===== src/rtl/ibert_stage_sequencer.sv =====
// I-BERT encoder run controller: walks a small per-stage config table and,
// for each enabled stage in index order, drives the shared address/requant
// buses, pulses that stage's start, and waits for done/error under a watchdog.
module ibert_stage_sequencer #(
  parameter int unsigned N_STAGES  = 4,
  parameter int unsigned TIMEOUT_W = 32,
  parameter int unsigned ADDR_W    = 64,
  localparam int unsigned SW = (N_STAGES > 1) ? $clog2(N_STAGES) : 1
) (
  input  logic                 i_clk,
  input  logic                 i_rst,
  input  logic                 i_cfg_we,
  input  logic [SW-1:0]        i_cfg_idx,
  input  logic                 i_cfg_en,
  input  logic [ADDR_W-1:0]    i_cfg_addr_a,
  input  logic [ADDR_W-1:0]    i_cfg_addr_k,
  input  logic [ADDR_W-1:0]    i_cfg_addr_g,
  input  logic [31:0]          i_cfg_m_mult,
  input  logic [31:0]          i_cfg_m_g,
  input  logic [7:0]           i_cfg_e_mult,
  input  logic [7:0]           i_cfg_e_g,
  input  logic [TIMEOUT_W-1:0] i_timeout_cycles,
  input  logic                 i_start,
  output logic                 o_busy,
  output logic                 o_done,
  output logic                 o_error,
  output logic [1:0]           o_err_code,
  output logic [SW-1:0]        o_err_stage,
  output logic [SW-1:0]        o_cur_stage,
  output logic [N_STAGES-1:0]  o_stage_start,
  input  logic [N_STAGES-1:0]  i_stage_done,
  input  logic [N_STAGES-1:0]  i_stage_error,
  output logic [ADDR_W-1:0]    o_addr_a,
  output logic [ADDR_W-1:0]    o_addr_k,
  output logic [ADDR_W-1:0]    o_addr_g,
  output logic [31:0]          o_requant_m_mult,
  output logic [31:0]          o_requant_m_g,
  output logic [7:0]           o_requant_e_mult,
  output logic [7:0]           o_requant_e_g
);

  localparam logic [SW-1:0] LAST_IDX = SW'(N_STAGES - 1);

  typedef struct packed {
    logic [ADDR_W-1:0] addr_a;
    logic [ADDR_W-1:0] addr_k;
    logic [ADDR_W-1:0] addr_g;
    logic [31:0]       m_mult;
    logic [31:0]       m_g;
    logic [7:0]        e_mult;
    logic [7:0]        e_g;
  } payload_t;

  typedef struct packed {
    logic     en;
    payload_t pl;
  } entry_t;

  typedef enum logic [2:0] {
    S_IDLE, S_SCAN, S_ISSUE, S_WAIT, S_DONE, S_FAULT
  } state_t;

  state_t               r_state, w_state_nxt;
  entry_t               r_tbl [N_STAGES];
  payload_t             r_bus;
  logic [TIMEOUT_W-1:0] r_wd;
  logic                 r_busy, r_done, r_error;
  logic [1:0]           r_err_code;
  logic [SW-1:0]        r_err_stage, r_cur_stage;
  logic [N_STAGES-1:0]  r_stage_start;

  entry_t w_cur;
  logic   w_idle_like, w_last, w_wd_hit, w_cur_done, w_cur_err;
  logic   w_start_ok, w_issue, w_advance, w_finish, w_fault_err, w_fault_to, w_wd_inc;

  assign w_cur       = r_tbl[r_cur_stage];
  assign w_idle_like = (r_state == S_IDLE) || (r_state == S_DONE) || (r_state == S_FAULT);
  assign w_last      = (r_cur_stage == LAST_IDX);
  assign w_cur_done  = i_stage_done[r_cur_stage];
  assign w_cur_err   = i_stage_error[r_cur_stage];
  assign w_wd_hit    = (i_timeout_cycles != '0) &&
                       (r_wd == i_timeout_cycles - TIMEOUT_W'(1));

  // State register
  always_ff @(posedge i_clk) begin
    if (i_rst) r_state <= S_IDLE;
    else       r_state <= w_state_nxt;
  end

  // Next-state and per-cycle control decode
  always_comb begin
    w_state_nxt = r_state;
    w_start_ok  = 1'b0;
    w_issue     = 1'b0;
    w_advance   = 1'b0;
    w_finish    = 1'b0;
    w_fault_err = 1'b0;
    w_fault_to  = 1'b0;
    w_wd_inc    = 1'b0;
    case (r_state)
      S_IDLE, S_DONE, S_FAULT: begin
        if (i_start) begin
          w_start_ok  = 1'b1;
          w_state_nxt = S_SCAN;
        end
      end
      S_SCAN: begin
        if (w_cur.en) begin
          w_issue     = 1'b1;
          w_state_nxt = S_ISSUE;
        end else if (w_last) begin
          w_finish    = 1'b1;
          w_state_nxt = S_DONE;
        end else begin
          w_advance   = 1'b1;
        end
      end
      S_ISSUE: w_state_nxt = S_WAIT;
      S_WAIT: begin
        if (w_cur_err) begin
          w_fault_err = 1'b1;
          w_state_nxt = S_FAULT;
        end else if (w_cur_done) begin
          if (w_last) begin
            w_finish    = 1'b1;
            w_state_nxt = S_DONE;
          end else begin
            w_advance   = 1'b1;
            w_state_nxt = S_SCAN;
          end
        end else if (w_wd_hit) begin
          w_fault_to  = 1'b1;
          w_state_nxt = S_FAULT;
        end else begin
          w_wd_inc    = 1'b1;
        end
      end
      default: w_state_nxt = S_IDLE;
    endcase
  end

  // Config table, shared buses, status and watchdog
  always_ff @(posedge i_clk) begin
    if (i_rst) begin
      for (int unsigned i = 0; i < N_STAGES; i++) r_tbl[i] <= '0;
      r_bus         <= '0;
      r_wd          <= '0;
      r_busy        <= 1'b0;
      r_done        <= 1'b0;
      r_error       <= 1'b0;
      r_err_code    <= 2'd0;
      r_err_stage   <= '0;
      r_cur_stage   <= '0;
      r_stage_start <= '0;
    end else begin
      r_stage_start <= '0;
      if (w_idle_like && i_cfg_we && (32'(i_cfg_idx) < N_STAGES)) begin
        r_tbl[i_cfg_idx] <= '{en: i_cfg_en,
                              pl: '{addr_a: i_cfg_addr_a, addr_k: i_cfg_addr_k,
                                    addr_g: i_cfg_addr_g, m_mult: i_cfg_m_mult,
                                    m_g: i_cfg_m_g, e_mult: i_cfg_e_mult,
                                    e_g: i_cfg_e_g}};
      end
      if (w_start_ok) begin
        r_busy      <= 1'b1;
        r_done      <= 1'b0;
        r_error     <= 1'b0;
        r_err_code  <= 2'd0;
        r_err_stage <= '0;
        r_cur_stage <= '0;
      end
      if (w_advance) r_cur_stage <= r_cur_stage + SW'(1);
      if (w_issue) begin
        r_bus         <= w_cur.pl;
        r_stage_start <= N_STAGES'(1) << r_cur_stage;
      end
      if (r_state == S_ISSUE)           r_wd <= '0;
      else if (w_wd_inc && r_wd != '1)  r_wd <= r_wd + TIMEOUT_W'(1);
      if (w_finish) begin
        r_busy <= 1'b0;
        r_done <= 1'b1;
      end
      if (w_fault_err || w_fault_to) begin
        r_busy      <= 1'b0;
        r_error     <= 1'b1;
        r_err_code  <= w_fault_err ? 2'd1 : 2'd2;
        r_err_stage <= r_cur_stage;
      end
    end
  end

  assign o_busy           = r_busy;
  assign o_done           = r_done;
  assign o_error          = r_error;
  assign o_err_code       = r_err_code;
  assign o_err_stage      = r_err_stage;
  assign o_cur_stage      = r_cur_stage;
  assign o_stage_start    = r_stage_start;
  assign o_addr_a         = r_bus.addr_a;
  assign o_addr_k         = r_bus.addr_k;
  assign o_addr_g         = r_bus.addr_g;
  assign o_requant_m_mult = r_bus.m_mult;
  assign o_requant_m_g    = r_bus.m_g;
  assign o_requant_e_mult = r_bus.e_mult;
  assign o_requant_e_g    = r_bus.e_g;

endmodule


===== config.mk =====
export PLATFORM = sky130hd
export DESIGN_NAME = ibert_stage_sequencer
export DESIGN_NICKNAME = d
export VERILOG_FILES = /design/src/rtl/ibert_stage_sequencer.sv
export SDC_FILE = /design/constraint.sdc
export NUM_CORES = 2
export LEC_CHECK = 0
export CAP_MARGIN = 20
export CORE_MARGIN = 5
export CORE_UTILIZATION = 25
export DETAILED_ROUTE_END_ITERATION = 10
export DONT_BUFFER_PORTS = 1
export PLACE_DENSITY = 0.45
export SLEW_MARGIN = 20
export SYNTH_ARGS = -nofsm -noshare
export SYNTH_HDL_FRONTEND = slang
export SYNTH_SLANG_ARGS = --single-unit

===== constraint.sdc =====
create_clock -name i_clk -period 6.5 [get_ports i_clk]
set_input_delay 1.3 -clock i_clk [delete_from_list [all_inputs] [get_ports i_clk]]
set_output_delay 1.3 -clock i_clk [all_outputs]
set_load 0.005 [all_outputs]

==> impl_metrics.json <==
{
  "area.growth.synth_to_final_pct": 15.4,
  "rows": 179,
  "cts_tree": "done",
  "final_area_sq_mm": 0.0689,
  "rsz0062_at_grt": "false",
  "vias_per_cell": 4.43,
  "fin_total_pwr_mw": 23.3,
  "numPortBuffers": 0,
  "cts_hold_buf": 0,
  "yosysTopAreaCellShare": 0.549,
  "synth_cell_types": 69,
  "clkTransAtPathRegs_ns": 0.06,
  "antenna_found_initial": 13,
  "post_drt_wl_per_cell_microns": 23.6,
  "n_fill_cell": 24005,
  "dieArea_sq_mm": 0.249,
  "met3_usage": 0.0526,
  "die_w_microns": 499,
  "drc": 0,
  "cts-resized-gates": 0,
  "cp_data_required_time_ns": 6.93,
  "layout_commonest_cell": "and2_1",
  "core_sq_mm": 0.238,
  "cp-start-kind": "flop",
  "syn_inst": 4316,
  "hold_viol_final": 0,
  "wirelength_mm": 179,
  "post_cts_buffers": 0,
  "peakVddDrop_v": 0.000234,
  "synth_area_sq_mm": 0.0597,
  "final_util": 0.290,
  "yosys-top-cells-area": "edfxtp_1, and2_1, dfxtp_1",
  "synthFlopType": "edfxtp_1",
  "gp_congestion": 0.767,
  "nets": 4565,
  "layout_common_cells": "and2_1, edfxtp_1, nand2_1",
  "clkLatencyLatePin_ns": 0.80,
  "synth_edf_count": 1092,
  "regArea_sq_mm": 0.0392,
  "clock_sinks": 1414,
  "outcome": "finished clean",
  "drv_cap": 0,
  "vias": 33569,
  "crit_fanout": 55,
  "hold_path.class": "flop to flop",
  "avgSynthCellArea_sq_um": 13.8,
  "ys_warn_count": 0,
  "power_density_mw_per_mm2": 338,
  "drt_pass1_iterations": 6,
  "cts.path.max_buffers": 3,
  "synth_nets": 4638,
  "start_util": 0.251,
  "report.final.slew_viol_count": 0,
  "worst_pin_slew_ns": 1.02,
  "ys_async_sr_fraction": 0,
  "leakage_nw": 23.2,
  "worstPathArrival_ns": 4.76,
  "drive_gt1_frac": 0.146,
  "slew-limit-headroom": 0.317,
  "grt_pass1_wl_mm": 259,
  "gr-usage-met2": 0.232,
  "cts-root-buf": "clkbuf_16",
  "max_freq_mhz": 231,
  "busiest_layer": "met2",
  "drt_iter0_drc": 2320,
  "min_period_over_period": 0.666,
  "io_pins": 604,
  "dp_hpwl_mm": 106,
  "grtUsageTotal": 0.141,
  "path_class": "flop to flop",
  "ys_seq_area_frac": 0.657,
  "ys_ff_latch": 1414,
  "setup_viol": 0,
  "grt-ovfl-total": 0,
  "critPathCaptureType": "flop",
  "cts_buffers": 165,
  "use_met1": 0.169,
  "drtAntennaViolNets": 0,
  "setup_ws_ns": 2.17,
  "dp_slack_ns": 1.55,
  "yosysTopAreaCell": "edfxtp_1",
  "grt_pass1_vias": 34922,
  "htreeDepth": 4,
  "die_y_microns": 499,
  "place_area_sq_mm": 0.0632,
  "finalSetupTns_ns": 0,
  "multi_input_area_sq_mm": 0.0193,
  "fin_skew_ns": 0.0417,
  "period_needed_ns": 4.33,
  "grt_max_degree": 306
}
layout make-up:
| class | count | share of cell area |
|---|---|---|
| sequential | 1414 | 0.570 |
| multi-input combinational | 2593 | 0.280 |
| clock buffer | 247 | 0.0710 |
| tap | 3167 | 0.0575 |
| timing repair buffer | 60 | 0.0107 |
| clock inverter | 62 | 0.0101 |
| antenna | 21 | 0.000763 |
| inverter | 9 | 0.000490 |
routing by layer:
layer  wire [microns]  vias up
li1                 -    15417
met4             5240        4
met1            72800    17098
met5               27        -
met3            14900      231
met2            86200      819
stage by stage:
stage,cells,hold WS (ns)
2_1_floorplan,4316,0.453
3_3_place_gp,7243,0.465
3_5_place_dp,7243,0.466
4_1_cts,7552,0.473
5_1_grt,7569,0.485
6_report,7573,0.472
critical path: stages (launching register included):
cell and delay (ns):
dfxtp_1 0.33, nor2b_1 0.27, nor2_1 0.40, and2_1 0.28, nor2b_4 0.18, buf_4 0.61, nor3b_2 0.39, or2_4 0.84
buf_4 0.58
cell families after synthesis:
family                   Yosys count  synth area share
flip-flops                      1414             0.657
XOR/XNOR                          34           0.00499
buffers and inverters            309            0.0210
multiplexers                     290             0.106
AO/OA/AOI/OAI                    378            0.0354
AND/OR/NAND/NOR                 1888             0.174
adder cells (fa/ha/maj)            3          0.000629
cells in the mapped netlist, types with 9 or more instances:
cell      number
and2_1      1096
edfxtp_1    1092
nand2_1      587
dfxtp_1      322
a21oi_1      301
clkbuf_1     278
mux4_2       275
nand3_1       31
or3_1         25
nor2_1        23
or4_1         23
xnor2_1       23
and3_1        14
nor3_1        14
mux2i_1       13
nor4_1        13
xor2_1        11
nand2b_1      10
o211ai_1      10
inv_1          9
nand4_1        9
final timing paths:
kind | startpoint | end | slack (ns) | cells past startpoint
setup reg to reg | r_state[0] | r_tbl[0][54] | 2.17 | 8
hold reg to reg | o_addr_a[52] | o_addr_a[52] | 0.47 | 2
hold / removal | o_addr_a[52] | o_addr_a[52] | 0.47 | 2
setup / recovery | r_state[0] | r_tbl[0][54] | 2.17 | 8
registers in the layout, summed over array words and instances, names as in the netlist, 32 cells and up, named ones only:
register,flops
o_requant_m_mult,32
r_wd,32
o_addr_g,64
o_requant_m_g,32
o_addr_a,64
r_tbl,1092
o_addr_k,64
power by group:
| part | internal [mW] | switching (mW) | total (mW) |
|---|---|---|---|
| registers | 10.6 | 0.417 | 11.0 |
| logic | 1.15 | 1.61 | 2.77 |
| clock network | 5.60 | 3.89 | 9.49 |
No activity file was read; power rests on OpenSTA's default activity.
